`src/rtl/csam_pipe_mult.sv`:
```
// Pipelined carry-save array multiplier, signed (Baugh-Wooley) or unsigned per operation; optional accumulate under CSAM_ACC_EN.
// Latency: p/out_valid update STAGES rising edges after the accepting edge; one op per cycle sustained.
// Backpressure: one global enable (!out_valid || out_ready) freezes every stage; in_ready mirrors it.
module csam_pipe_mult #(
    parameter int WIDTH  = 16,
    parameter int STAGES = 4
) (
    input  logic               clk,
    input  logic               rst_n,
    input  logic               in_valid,
    output logic               in_ready,
    input  logic [WIDTH-1:0]   x,
    input  logic [WIDTH-1:0]   y,
    input  logic               signed_mode,
`ifdef CSAM_ACC_EN
    input  logic               acc_en,
`endif
    output logic               out_valid,
    input  logic               out_ready,
    output logic [2*WIDTH-1:0] p
);
    localparam int W2  = 2 * WIDTH;
    localparam int RPS = WIDTH / STAGES;

    typedef struct packed {
        logic [W2-1:0] s;
        logic [W2-1:0] c;
    } cs_t;

    logic              en;
    logic [STAGES-1:0] vld_q;
    logic [STAGES-1:0] sm_q;
    logic [WIDTH-1:0]  x_q  [STAGES];
    logic [WIDTH-1:0]  y_q  [STAGES];
    cs_t               cs_q [STAGES];
    cs_t               cs_d [STAGES];
    logic              out_valid_q;
    logic [W2-1:0]     p_q;
    logic [W2-1:0]     p_d;
    logic [W2-1:0]     prod;
`ifdef CSAM_ACC_EN
    logic [STAGES-1:0] ae_q;
    logic [W2-1:0]     acc_q;
`endif

    function automatic cs_t csa3(input cs_t cin, input logic [W2-1:0] row);
        cs_t r;
        r.s = cin.s ^ cin.c ^ row;
        r.c = ((cin.s & cin.c) | (cin.s & row) | (cin.c & row)) << 1;
        return r;
    endfunction

    // Folds RPS rows of the AND-array, starting at row 'first', into the sum/carry pair.
    // Baugh-Wooley: cells in exactly one of the MSB row / MSB column are inverted.
    function automatic cs_t reduce(input cs_t cin, input logic [WIDTH-1:0] a,
                                   input logic [WIDTH-1:0] b, input logic sm, input int first);
        cs_t           r;
        logic [W2-1:0] row;
        r = cin;
        for (int i = 0; i < RPS; i++) begin
            row = '0;
            for (int j = 0; j < WIDTH; j++)
                row[first+i+j] = (a[j] & b[first+i]) ^ (sm && ((first + i == WIDTH - 1) != (j == WIDTH - 1)));
            r = csa3(r, row);
        end
        if (first == 0 && sm)
            r = csa3(r, (W2'(1) << WIDTH) | (W2'(1) << (W2 - 1)));
        return r;
    endfunction

    assign en        = !out_valid_q || out_ready;
    assign in_ready  = en;
    assign out_valid = out_valid_q;
    assign p         = p_q;

    for (genvar k = 0; k < STAGES; k++) begin : g_stage
        if (k == 0) begin : g_first
            assign cs_d[k] = reduce(cs_t'('0), x_q[k], y_q[k], sm_q[k], 0);
        end else begin : g_rest
            assign cs_d[k] = reduce(cs_q[k], x_q[k], y_q[k], sm_q[k], k * RPS);
        end
    end

    assign prod = cs_d[STAGES-1].s + cs_d[STAGES-1].c;
`ifdef CSAM_ACC_EN
    assign p_d = prod + (ae_q[STAGES-1] ? acc_q : '0);
`else
    assign p_d = prod;
`endif

    always_ff @(posedge clk or negedge rst_n) begin
        if (!rst_n) begin
            vld_q       <= '0;
            sm_q        <= '0;
            out_valid_q <= 1'b0;
            p_q         <= '0;
            for (int l = 0; l < STAGES; l++) begin
                x_q[l]  <= '0;
                y_q[l]  <= '0;
                cs_q[l] <= '0;
            end
`ifdef CSAM_ACC_EN
            ae_q  <= '0;
            acc_q <= '0;
`endif
        end else if (en) begin
            vld_q[0] <= in_valid;
            if (in_valid) begin
                x_q[0]  <= x;
                y_q[0]  <= y;
                sm_q[0] <= signed_mode;
`ifdef CSAM_ACC_EN
                ae_q[0] <= acc_en;
`endif
            end
            // Data registers only load behind a valid slot; bubbles just move the valid bit.
            for (int l = 1; l < STAGES; l++) begin
                vld_q[l] <= vld_q[l-1];
                if (vld_q[l-1]) begin
                    x_q[l]  <= x_q[l-1];
                    y_q[l]  <= y_q[l-1];
                    sm_q[l] <= sm_q[l-1];
                    cs_q[l] <= cs_d[l-1];
`ifdef CSAM_ACC_EN
                    ae_q[l] <= ae_q[l-1];
`endif
                end
            end
            out_valid_q <= vld_q[STAGES-1];
            if (vld_q[STAGES-1]) begin
                p_q <= p_d;
`ifdef CSAM_ACC_EN
                acc_q <= p_d;
`endif
            end
        end
    end
endmodule

```
`config.mk`:
```
export PLATFORM = sky130hd
export DESIGN_NAME = csam_pipe_mult
export DESIGN_NICKNAME = d
export VERILOG_FILES = /design/src/rtl/csam_pipe_mult.sv
export SDC_FILE = /design/constraint.sdc
export NUM_CORES = 1
export LEC_CHECK = 0
export CORE_ASPECT_RATIO = 1.25
export CORE_MARGIN = 3
export CORE_UTILIZATION = 59
export DETAILED_ROUTE_END_ITERATION = 16
export GPL_ROUTABILITY_DRIVEN = 0
export PLACE_DENSITY = 0.76
export SLEW_MARGIN = 15
export SYNTH_ARGS = -nofsm -noshare
export SYNTH_HDL_FRONTEND = slang
export SYNTH_SLANG_ARGS = --single-unit
```
`constraint.sdc`:
```
create_clock -name clk -period 4.8 [get_ports clk]
set_input_delay 1.44 -clock clk [delete_from_list [all_inputs] [get_ports clk]]
set_output_delay 1.44 -clock clk [all_outputs]
set_load 0.01 [all_outputs]
```
# == After elaboration in Yosys (flattened, before gate mapping) ==
# Index checks and enable logic that the tools add are counted.
# totals
register_bits,359
output_inout_bits,34
# classes
add_sub_neg,1
muxes,1
n_bitwise,391
reduce_logical,7
# ops
op,count
bitwise OR 31 bit,24
bitwise AND 31 bit,14
bitwise XOR 32 bit,12
bitwise AND 1 bit,256
two-way mux 64 bit,1
bitwise AND 31 x 20 -> 31 bit,2
bitwise AND 31 x 21 -> 31 bit,2
bitwise AND 31 x 22 -> 31 bit,2
bitwise AND 31 x 23 -> 31 bit,2
bitwise AND 31 x 24 -> 31 bit,2
bitwise AND 31 x 25 -> 31 bit,2
bitwise AND 31 x 26 -> 31 bit,2
bitwise AND 31 x 27 -> 31 bit,2
bitwise AND 31 x 28 -> 31 bit,2
bitwise AND 31 x 29 -> 31 bit,2
bitwise AND 31 x 30 -> 31 bit,2
bitwise OR 20 x 17 -> 20 bit,2
bitwise AND 18 x 19 -> 19 bit,2
bitwise OR 19 bit,2
bitwise AND 17 x 18 -> 18 bit,2
bitwise OR 18 bit,2
adder 32 bit,1
bitwise XOR 32 x 20 -> 32 bit,1
bitwise XOR 32 x 21 -> 32 bit,1
25 further kinds,58

# == Depth between registers and ports, before layout ==
# depth
word_depth,15
depth_mapped,18

# == Least setup slack after synthesis ==
# Ideal clock, no wire load.
# synth_timing
kind,flip-flop to flip-flop
startpoint,register y_q[12] (netlist name)
endpoint,"register p_q[26], in the netlist p[26]"
setup_ns,0.134
arrival_ns,4.160
required_ns,4.666
setup_slack_ns,0.506
path_stages_with_launch,17
synth_period_minus_slack_ns,4.294
cell_sequence,dfrtp_1 -> clkbuf_1 -> and2_1 -> fa_1 -> fa_1 -> inv_1 -> fa_1 -> fa_1 -> inv_1 -> ha_1 -> inv_1 -> fa_1 -> and2b_4 -> o211ai_2 -> a2111oi_4 -> o21a_1 -> o31ai_2
# synth_between
elab_chain_cells,14
elab_cells_between_ends,42
# synth_rtl
element,line,source
"start, declared",34,logic [WIDTH-1:0] y_q [STAGES];
"start signal, assigned by index",121,y_q[l] <= y_q[l-1];
bitwise AND 1 bit,63,row[first+i+j] = (a[j] & b[first+i]) ^ (sm && ((first + i == WIDTH - 1) != (j == WIDTH - 1)));
bitwise AND 31 x 28 -> 31 bit,49,r.c = ((cin.s & cin.c) | (cin.s & row) | (cin.c & row)) << 1;
bitwise OR 31 bit (2 in series),49,
bitwise AND 31 bit,49,
bitwise OR 31 bit (2 in series),49,
bitwise AND 31 bit,49,
bitwise OR 31 bit (2 in series),49,
bitwise AND 31 bit,49,
bitwise OR 31 bit (2 in series),49,
adder 32 bit (*),84,assign prod = cs_d[STAGES-1].s + cs_d[STAGES-1].c;
"end signal, assigned",131,p_q <= p_d;
"end, declared",38,logic [W2-1:0] p_q;
# Every way passes the cells marked *; elsewhere a longest branch is shown, timed or not.
# A chain may end at the register's enable or synchronous reset.

# == Worst setup path in the final report ==
# Same ends and word-level chain as after synthesis.

==> impl_metrics.tcl <==
set metrics [dict create \
    status "finished clean" \
    boundaryPins 71 \
    grt_pass1_wl_um 56800 \
    antenna_found_initial 0 \
    clkSinkCount 262 \
    worstSkewPairLatency_ns 0.56 \
    finalMaxSlewViolations 0 \
    muxShareOfSynthArea_pct 11.9 \
    synth_cell_types 46 \
    synth_top_area_share_pct 36.4 \
    syn_to_final_growth_pct 11.6 \
    slew_headroom_pct 33.7 \
    synth_seq_area_share_pct 36.4 \
    synthCells 1638 \
    cts.clk_slew.worst_paths_ns 0.06 \
    hold_viol 0 \
    htreeDepth 1 \
    fin_skew_ns 0.0292 \
    dr.pass1.iters 5 \
    dieHeight_um 201 \
    yosysMostFrequentCell "dfrtp_1" \
    synth-simple-area-share_pct 11.3 \
    hold_path_class "reg2reg" \
    syn-mean-instance-area_um2 11.0 \
    core_um2 29700 \
    finalSetupViolCount 0 \
    synthAdderAreaFrac_pct 27.4 \
    synth-seq-cells 262 \
    layout.nets 1990 \
    synth_compound_area_share_pct 4.23 \
    grt_start_max_net_pins 119 \
    cp.required_ns 5.24 \
    fmax_mhz 220 \
    period_minus_slack_ns 4.55 \
    ys_top_cells_by_area "dfrtp_1 (36%), fa_1 (23%), mux2_2 (10%)" \
    grt_pass1_vias 12000 \
    grt_overflow_total 0 \
    hpwl_um 24400 \
    cap_viol_max_count 0 \
    fin_crit_sh_pct 94.8 \
    io_buffers 70 \
    rsz0062_at_grt "no" \
    synth_xor_area_share_pct 1.85 \
    cts_tree "built" \
    dieArea_um2 32700 \
    antenna_cells 0 \
    syn-cell-area_um2 18000 \
    path_class "reg2reg" \
    post_cts_buffers 0 \
    drtIter0Drc 451 \
    synth_enable_flop_cells 0 \
    fp.dieW_um 162 \
    end_kind "flop" \
    drc 0 \
    drive_gt1_share_pct 14.3 \
    synth_top_family_by_area "adder cells" \
    cts_hold_buf 0 \
    tns_ns 0 \
    cts_resized 0 \
    grt_usage_pct 20.7 \
    viasPerCell 5.20 \
    async_reset_ff_share_pct 100 \
    core.rowCount 70 \
    vias 10900 \
    yosysWarnings 0 \
    cts_inserted_buffers 28 \
    start_util_pct 60.6 \
    critPathLaunchType "flop" \
    cts_root_buf "clkbuf_16" \
    cp_data_arrival_time_ns 4.99 \
    drt.antenna.violating_nets 0 \
    worst_pin_slew_ns 0.995 \
    routed_wl_um 31700 \
    critical_path.max_fanout 11 \
    synth_ff_type "dfrtp_1" \
    wire_per_inst_um 15.1 \
    netlist_top_cells_count "dfrtp_1 (262), inv_1 (244), nand2_1 (244)" \
    synth.largest_area_cell "dfrtp_1" \
    cts_buffer_depth 3 \
    syn-num-nets 1943 \
]
## final cells by class
| cell class | count | area, um^2 |
|---|---|---|
| Clock buffer | 37 | 785 |
| Clock inverter | 15 | 214 |
| Fill cell | 2226 | 9600 |
| Inverter | 245 | 922 |
| Multi-Input combinational cell | 1060 | 10200 |
| Sequential cell | 262 | 6560 |
| Tap cell | 396 | 495 |
| Timing Repair Buffer | 88 | 903 |
## state kept, by name (all words and copies together) (netlist names)
signal / cells
out_valid: 1
y_q: 40
p: 32
vld_q: 4
cs_q: 119
x_q: 64
sm_q: 2
## metal layers
metal	wire (um)	vias to the layer above	global-route usage [%]	part of all wire (%)
met3	810	37	2.37	2.6
met5	0	-	0	0
met4	473	0	4.63	1.5
li1	-	5187	-	-
met2	16600	146	36.6	52
met1	13800	5559	27.5	44
## path summary, 6_finish.rpt
kind	from	endpoint	slack, ns	cells past startpoint
hold / removal	cs_q[43]	p[11]	0.47	2
hold reg to reg	cs_q[43]	p[11]	0.47	2
setup reg to reg	y_q[12]	p[26]	0.25	15
setup / recovery	y_q[12]	p[26]	0.25	15
min in group asynchronous	rst_n	cs_q[27]	0.92	1
max in group asynchronous	rst_n	p[0]	2.91	2
## metrics by stage
step	hold slack, ns	setup slack (ns)	cell area, um^2	std cells	utilization, %
after floorplan	0.433	0.506	18000	1638	-
final	0.470	0.249	20100	2103	67.7
after global placement	0.446	0.405	19100	2051	64.3
after CTS	0.473	0.244	20100	2103	67.7
after global routing	0.494	0.0307	20100	2103	67.7
after detailed placement	0.454	0.317	19100	2051	64.3
## critical path, stage by stage (launching register included)
cell	delay, ns
dfrtp_1	0.43
buf_4	0.19
and2_1	0.15
fa_1	0.48
inv_1	0.05
fa_1	0.46
fa_1	0.51
inv_1	0.06
fa_1	0.50
inv_1	0.06
fa_1	0.42
and2b_4	0.27
o211ai_2	0.16
a2111oi_4	0.37
nor3_1	0.11
o31ai_2	0.20
## cell families after synthesis
group,Yosys count
xor+xnor,38
flops,262
compound gates,128
buf+inv,316
fa+ha+maj,268
simple gates,436
mux,190
## cell usage in the layout, fill, tap and decap left out, types with 39 or more instances in the layout
cell,synthesis,routed
o21ai_0,52,52
nand2_1,244,241
ha_1,57,57
dfrtp_1,262,261
inv_1,244,244
mux2_2,161,161
clkdlybuf4s50_1,0,69
fa_1,211,211
and2_1,134,134
a21oi_1,39,39
Power is not shown: default switching activity piles up to over one toggle a cycle in this logic, so the estimate is an artifact.
